<file path="src/rtl/alu_pkg.sv">
// Shared ALU package: 4-bit op code encoding and arbiter FSM states.
package alu_pkg;

   localparam int SHAMT_W = 5;

   typedef enum logic [3:0] {
      OP_ADD  = 4'b0000,
      OP_SUB  = 4'b0001,
      OP_AND  = 4'b0010,
      OP_OR   = 4'b0011,
      OP_XOR  = 4'b0100,
      OP_SLT  = 4'b0101,
      OP_SLTU = 4'b0110,
      OP_SLL  = 4'b0111,
      OP_SRL  = 4'b1000,
      OP_SRA  = 4'b1001
   } alu_op_e;

   typedef enum logic [1:0] {
      ST_IDLE = 2'd0,
      ST_EXEC = 2'd1,
      ST_RESP = 2'd2
   } arb_state_e;

   // Shift ops take their amount from the low bits of b only.
   function automatic logic is_shift(input logic [3:0] op);
      return (op == OP_SLL) || (op == OP_SRL) || (op == OP_SRA);
   endfunction

endpackage

</file>
<file path="src/rtl/alu.sv">
// Combinational ALU. Unknown op codes yield zero.
module alu
   import alu_pkg::*;
#(
   parameter int DATA_W = 32
) (
   input  logic [3:0]        op,
   input  logic [DATA_W-1:0] a,
   input  logic [DATA_W-1:0] b,
   output logic [DATA_W-1:0] y
);

   // Operation select; shifts use the full b so callers decide on masking.
   always_comb begin
      y = '0;
      case (op)
         OP_ADD:  y = a + b;
         OP_SUB:  y = a - b;
         OP_AND:  y = a & b;
         OP_OR:   y = a | b;
         OP_XOR:  y = a ^ b;
         OP_SLT:  y = {{(DATA_W-1){1'b0}}, ($signed(a) < $signed(b))};
         OP_SLTU: y = {{(DATA_W-1){1'b0}}, (a < b)};
         OP_SLL:  y = a << b;
         OP_SRL:  y = a >> b;
         OP_SRA:  y = $signed(a) >>> b;
         default: y = '0;
      endcase
   end

endmodule

</file>
<file path="src/rtl/alu_arbiter.sv">
// Two-requester front end for a single shared ALU.
// One request in flight: IDLE (accept) -> EXEC (compute) -> RESP (hold until taken).
// Build option ALU_ARB_RR_EN: round-robin on simultaneous requests;
// otherwise requester 0 always wins a tie.
module alu_arbiter
   import alu_pkg::*;
#(
   parameter int DATA_W = 32
) (
   input  logic              i_clk,
   input  logic              i_reset,
   input  logic              i_req0_valid,
   input  logic [DATA_W-1:0] i_req0_a,
   input  logic [DATA_W-1:0] i_req0_b,
   input  logic [3:0]        i_req0_op,
   output logic              o_req0_ready,
   input  logic              i_req1_valid,
   input  logic [DATA_W-1:0] i_req1_a,
   input  logic [DATA_W-1:0] i_req1_b,
   input  logic [3:0]        i_req1_op,
   output logic              o_req1_ready,
   output logic              o_rsp_valid,
   output logic [DATA_W-1:0] o_rsp_data,
   output logic              o_rsp_id,
   input  logic              i_rsp_ready,
   output logic [15:0]       o_grant_cnt0,
   output logic [15:0]       o_grant_cnt1
);

   arb_state_e        state_q, state_d;
   logic              gnt0, gnt1;
   logic              acc0, acc1;
   logic [DATA_W-1:0] a_q, b_q, b_alu, alu_y;
   logic [3:0]        op_q;
   logic              id_q;
   logic [15:0]       cnt0_q, cnt1_q;

`ifdef ALU_ARB_RR_EN
   logic              last_grant_q;
`endif

   // Grant selection from the valids alone; a lone request always wins.
   always_comb begin
      gnt0 = i_req0_valid;
      gnt1 = i_req1_valid;
      if (i_req0_valid && i_req1_valid) begin
`ifdef ALU_ARB_RR_EN
         gnt0 = last_grant_q;
         gnt1 = !last_grant_q;
`else
         gnt0 = 1'b1;
         gnt1 = 1'b0;
`endif
      end
   end

   assign o_req0_ready = (state_q == ST_IDLE) && !i_reset && gnt0;
   assign o_req1_ready = (state_q == ST_IDLE) && !i_reset && gnt1;
   assign acc0         = o_req0_ready && i_req0_valid;
   assign acc1         = o_req1_ready && i_req1_valid;
   assign o_rsp_valid  = (state_q == ST_RESP);
   assign o_grant_cnt0 = cnt0_q;
   assign o_grant_cnt1 = cnt1_q;

   // State register.
   always_ff @(posedge i_clk) begin
      if (i_reset) state_q <= ST_IDLE;
      else         state_q <= state_d;
   end

   // Next-state logic.
   always_comb begin
      state_d = state_q;
      case (state_q)
         ST_IDLE: if (acc0 || acc1) state_d = ST_EXEC;
         ST_EXEC: state_d = ST_RESP;
         ST_RESP: if (i_rsp_ready) state_d = ST_IDLE;
         default: state_d = ST_IDLE;
      endcase
   end

   // Shift amounts are limited to 0..31 before reaching the ALU.
   assign b_alu = is_shift(op_q) ? {{(DATA_W-SHAMT_W){1'b0}}, b_q[SHAMT_W-1:0]} : b_q;

   alu #(.DATA_W(DATA_W)) u_alu (
      .op (op_q),
      .a  (a_q),
      .b  (b_alu),
      .y  (alu_y)
   );

   // Capture the granted request, then register the ALU result during EXEC.
   always_ff @(posedge i_clk) begin
      if (i_reset) begin
         a_q        <= '0;
         b_q        <= '0;
         op_q       <= '0;
         id_q       <= 1'b0;
         o_rsp_data <= '0;
         o_rsp_id   <= 1'b0;
      end else begin
         if (acc0 || acc1) begin
            a_q  <= acc1 ? i_req1_a  : i_req0_a;
            b_q  <= acc1 ? i_req1_b  : i_req0_b;
            op_q <= acc1 ? i_req1_op : i_req0_op;
            id_q <= acc1;
         end
         if (state_q == ST_EXEC) begin
            o_rsp_data <= alu_y;
            o_rsp_id   <= id_q;
         end
      end
   end

   // Saturating per-requester accept counters.
   always_ff @(posedge i_clk) begin
      if (i_reset) begin
         cnt0_q <= '0;
         cnt1_q <= '0;
      end else begin
         if (acc0 && (cnt0_q != 16'hFFFF)) cnt0_q <= cnt0_q + 16'd1;
         if (acc1 && (cnt1_q != 16'hFFFF)) cnt1_q <= cnt1_q + 16'd1;
      end
   end

`ifdef ALU_ARB_RR_EN
   // Remember who won last so the next tie goes to the other requester.
   always_ff @(posedge i_clk) begin
      if (i_reset)           last_grant_q <= 1'b1;
      else if (acc0 || acc1) last_grant_q <= acc1;
   end
`endif

endmodule

</file>
<file path="config.mk">
export PLATFORM = sky130hd
export DESIGN_NAME = alu_arbiter
export DESIGN_NICKNAME = d
export VERILOG_FILES = /design/src/rtl/alu_pkg.sv /design/src/rtl/alu.sv /design/src/rtl/alu_arbiter.sv
export SDC_FILE = /design/constraint.sdc
export NUM_CORES = 1
export LEC_CHECK = 0
export ABC_AREA = 1
export CORE_AREA = 2 2 255 257
export CTS_BUF_LIST = sky130_fd_sc_hd__clkbuf_16
export DETAILED_ROUTE_END_ITERATION = 7
export DIE_AREA = 0 0 257 259
export SYNTH_ARGS = -nofsm -noshare
export SYNTH_HDL_FRONTEND = slang
export SYNTH_SLANG_ARGS = --single-unit
export TNS_END_PERCENT = 30
</file>
<file path="constraint.sdc">
create_clock -name i_clk -period 4.1 [get_ports i_clk]
set_input_delay 0.41 -clock i_clk [delete_from_list [all_inputs] [get_ports i_clk]]
set_output_delay 0.41 -clock i_clk [all_outputs]
set_load 0.005 [all_outputs]
</file>
==> results.md <==
- Die height: 259 µm
- RSZ-0062 raised after global routing: yes
- GRT Residual Overflow: 0
- Register bit count reported by yosys: 136
- Fin area: 19400 µm²
- Vias in the first global route: 18421
- Crit end category: flop
- Routed Wire Length: 75800 µm
- Final net count: 3116
- Post-synthesis cell area: 15800 µm²
- Top_reg_cell synth: dfxtp_1
- Worst hold start: id_q$_SDFFE_PP0P_
- Worst reg2reg path depth: 26
- Status: finished, final reports clean
- Layout Skew: 0.0185 ns
- CP max stage delay: 0.42 ns
- CP max FO: 5
- Crit path kind: flop to flop
- Clock Pin Slew Worst Setup and Hold Paths: 0.07 ns
- Crit path arrival time: 4.17 ns
- DIE AREA: 66600 µm²
- Post-Syn Nets: 2975
- Clk root buf: clkbuf_16
- Area after DPL: 18800 µm²
- Max Cap Viol: 0
- Pin count of the biggest net entering global routing: 83
- Row cnt: 93
- Initial Utilization: 24.7%
- Least-Margin Pin Slew: 1.15 ns
- Area share of the largest cell type after synthesis: 17.3%
- Drt drc: 0
- Final worst-path setup slack: 0.244 ns
- CORE AREA: 63900 µm²
- Gr usage total: 22.2%
- TritonCTS buffer count: 17
- Worst R2R Setup Slack: 0.24 ns
- CTS tree: built
- Place WS: -0.155 ns
- F_max: 0.259 GHz
- PortBufs: 208
- Tmin final: 3.86 ns
- Max_slew headroom: 22.9%
- Number of library cell types mapped by synthesis: 55
- Synthesized area per cell: 5.77 µm²
- Detailed Route Iter0 Violations: 1930
- Worst hold path type: flop to flop
- WHS: 0.460 ns
- Latest clock arrival within the worst-skew pair: 0.46 ns
- Hold depth: 2
- Critical path data required time: 4.41 ns
- Largest area contributor in the netlist: dfxtp_1
- Htree depth: 4
- Top delay family on crit path: simple AND/OR/NAND/NOR gates
- Fin crit share: 94.0%
- Layout cell share with drive strength beyond 1: 7.45%
- Slew Limit Fails: 0
- CP max-delay cell: dfxtp_1
- Total number of vias: 19778
- Peak supply drop: 0.000313 V
- Reg2reg end: o_rsp_data[12]$_SDFFE_PP0N_
- Mapped Cells: 2732
- Vias per std cell: 5.29
- Post-CTS setup buffer count: 0
- Chip width: 257 µm
- EDFF count, synth: 0
- Hold Path Sink: o_rsp_id$_SDFFE_PP0N_
- Top cells by area, synth: dfxtp_1 (17%), nand2_1 (16%), nand3_1 (12%)
- DP Wirelength: 59700 µm
- ANT cells: 0
- Area Growth Syn to Fin: 23.2%
- Average wire per cell in the routed design: 20.3 µm
- Synth warnings: 0
- First-pass GRT wire length: 114000 µm
- Crit-path most repeated cell: nand2_1
- CP Buf/Inv Count: 6
- CP Launch Type: flop
- Leakage: 8.07 nW
- Async set or reset register ratio after synthesis: 0%
- IO Pins: 209
- Antenna Nets Post-Route: 0
- Hold Vio Cnt, Final: 0
- Final setup violation count: 0
- GPL Wtd Cong: 1.01
- Initial antenna violation count: 2
- Fill count: 7266
- CTS Sinks: 136
- Max Root-Sink Buffers: 2
- Worst reg2reg startpoint: op_q[3]$_SDFFE_PP0P_
- Register area share after synthesis: 17.3%
- First-pass iteration count of the detailed router: 6
- Pwr/cell area: 343 nW/µm²
[state kept, by name, summed over array words and instances, names as in the netlist]
name,count
a_q,32
b_q,32
o_rsp_data,32
o_grant_cnt0,16
o_grant_cnt1,16
op_q,4
state_q,2
id_q,1
o_rsp_id,1
[tightest hold or removal path, stage by stage (launching register included)]
cell	delay (ns)
dfxtp_1	0.30
inv_1	0.06
a21oi_1	0.06
[per-stage QoR]
| stage | utilization (%) | total power, mW | setup TNS, ns | cells |
|---|---|---|---|---|
| detailed placement | 29.5 | 5.04 | -0.155 | 3709 |
| finish | 30.4 | 6.65 | 0 | 3741 |
| global route | 30.4 | 7.05 | -0.0184 | 3741 |
| CTS | 30.4 | 6.59 | 0 | 3741 |
| global placement | 29.5 | 5.06 | -0.201 | 3709 |
| floorplan | - | 3.67 | 0 | 2732 |
[layout by cell type (no fill, tap or decap), types with 8 or more instances in the layout]
master	count
nor4_1	9
o21ai_1	23
o21ai_2	17
a21oi_1	180
o21ai_0	252
nor2_1	214
a21oi_2	12
nor3_1	21
clkdlybuf4s50_1	206
nand4_1	47
a31oi_1	78
o21a_1	11
ha_1	100
nand2_1	662
or2_2	8
a221oi_1	21
nand2_2	16
buf_4	81
o211ai_1	19
inv_1	259
nand3_2	13
dfxtp_1	133
nand3_1	372
clkbuf_16	17
[worst max-delay path by stage]
stage                         startpoint                           to  slack [ns]  cells past startpoint
floorplan           op_q[2]$_SDFFE_PP0P_  o_rsp_data[27]$_SDFFE_PP0N_        0.67                     28
finish              op_q[3]$_SDFFE_PP0P_  o_rsp_data[12]$_SDFFE_PP0N_        0.24                     26
global route        op_q[3]$_SDFFE_PP0P_  o_rsp_data[18]$_SDFFE_PP0N_       -0.02                     25
detailed placement  op_q[3]$_SDFFE_PP0P_   o_rsp_data[8]$_SDFFE_PP0N_       -0.15                     20
CTS                 op_q[3]$_SDFFE_PP0P_   o_rsp_data[8]$_SDFFE_PP0N_        0.11                     20
global placement    op_q[3]$_SDFFE_PP0P_   o_rsp_data[8]$_SDFFE_PP0N_       -0.20                     20
[Yosys cell counts, types with 9 or more instances]
cell and count:
a21oi_1 181, a21oi_2 11, a221oi_1 21, a31oi_1 78, buf_1 16, buf_2 31
clkbuf_1 110, dfxtp_1 136, ha_1 100, inv_1 260, nand2_1 662, nand2_2 16
nand3_1 373, nand3_2 12, nand4_1 47, nor2_1 216, nor3_1 22, nor4_1 9
o211ai_1 19, o21a_1 11, o21ai_0 253, o21ai_1 23, o21ai_2 16
[power breakdown]
| part | internal [mW] | switching (mW) |
|---|---|---|
| Combinational | 1.13 | 2.43 |
| Clock | 0.846 | 0.688 |
| Sequential | 1.43 | 0.128 |
| Total | 3.40 | 3.25 |
[routing by layer]
layer	share of wire, %	GRT usage, %
met1	42	29.0
met2	44	35.7
met3	8.1	3.74
met4	5.2	10.5
met5	0.032	0
[cell families (layout without fill, tap and decap cells)]
group           after synthesis  in the layout  synth area share (%)
xor+xnor                      5              5                 0.278
simple gates               1396           1396                  39.2
flops                       136            136                  17.3
compound gates              656            656                  23.9
fa+ha+maj                   102            102                  8.19
buf+inv                     437            591                  11.1
[layout make-up]
type | instances | area (µm²) | share of cell area (%)
Multi-Input combinational cell | 2159 | 11300 | 58.3
Sequential cell | 136 | 2730 | 14.0
Timing Repair Buffer | 291 | 2720 | 14.0
Tap cell | 855 | 1070 | 5.51
Inverter | 268 | 1010 | 5.19
Clock buffer | 17 | 425 | 2.19
Clock inverter | 15 | 144 | 0.741
[repair_timing]
item                                    CTS  global route
hold buffers                              0             0
hold endpoints to repair                  0             0
resized for setup                         1             7
pin swaps                                 0             0
gates cloned                              0             0
endpoints found under the setup margin    1             6
Power figures use the tool's default switching activity.
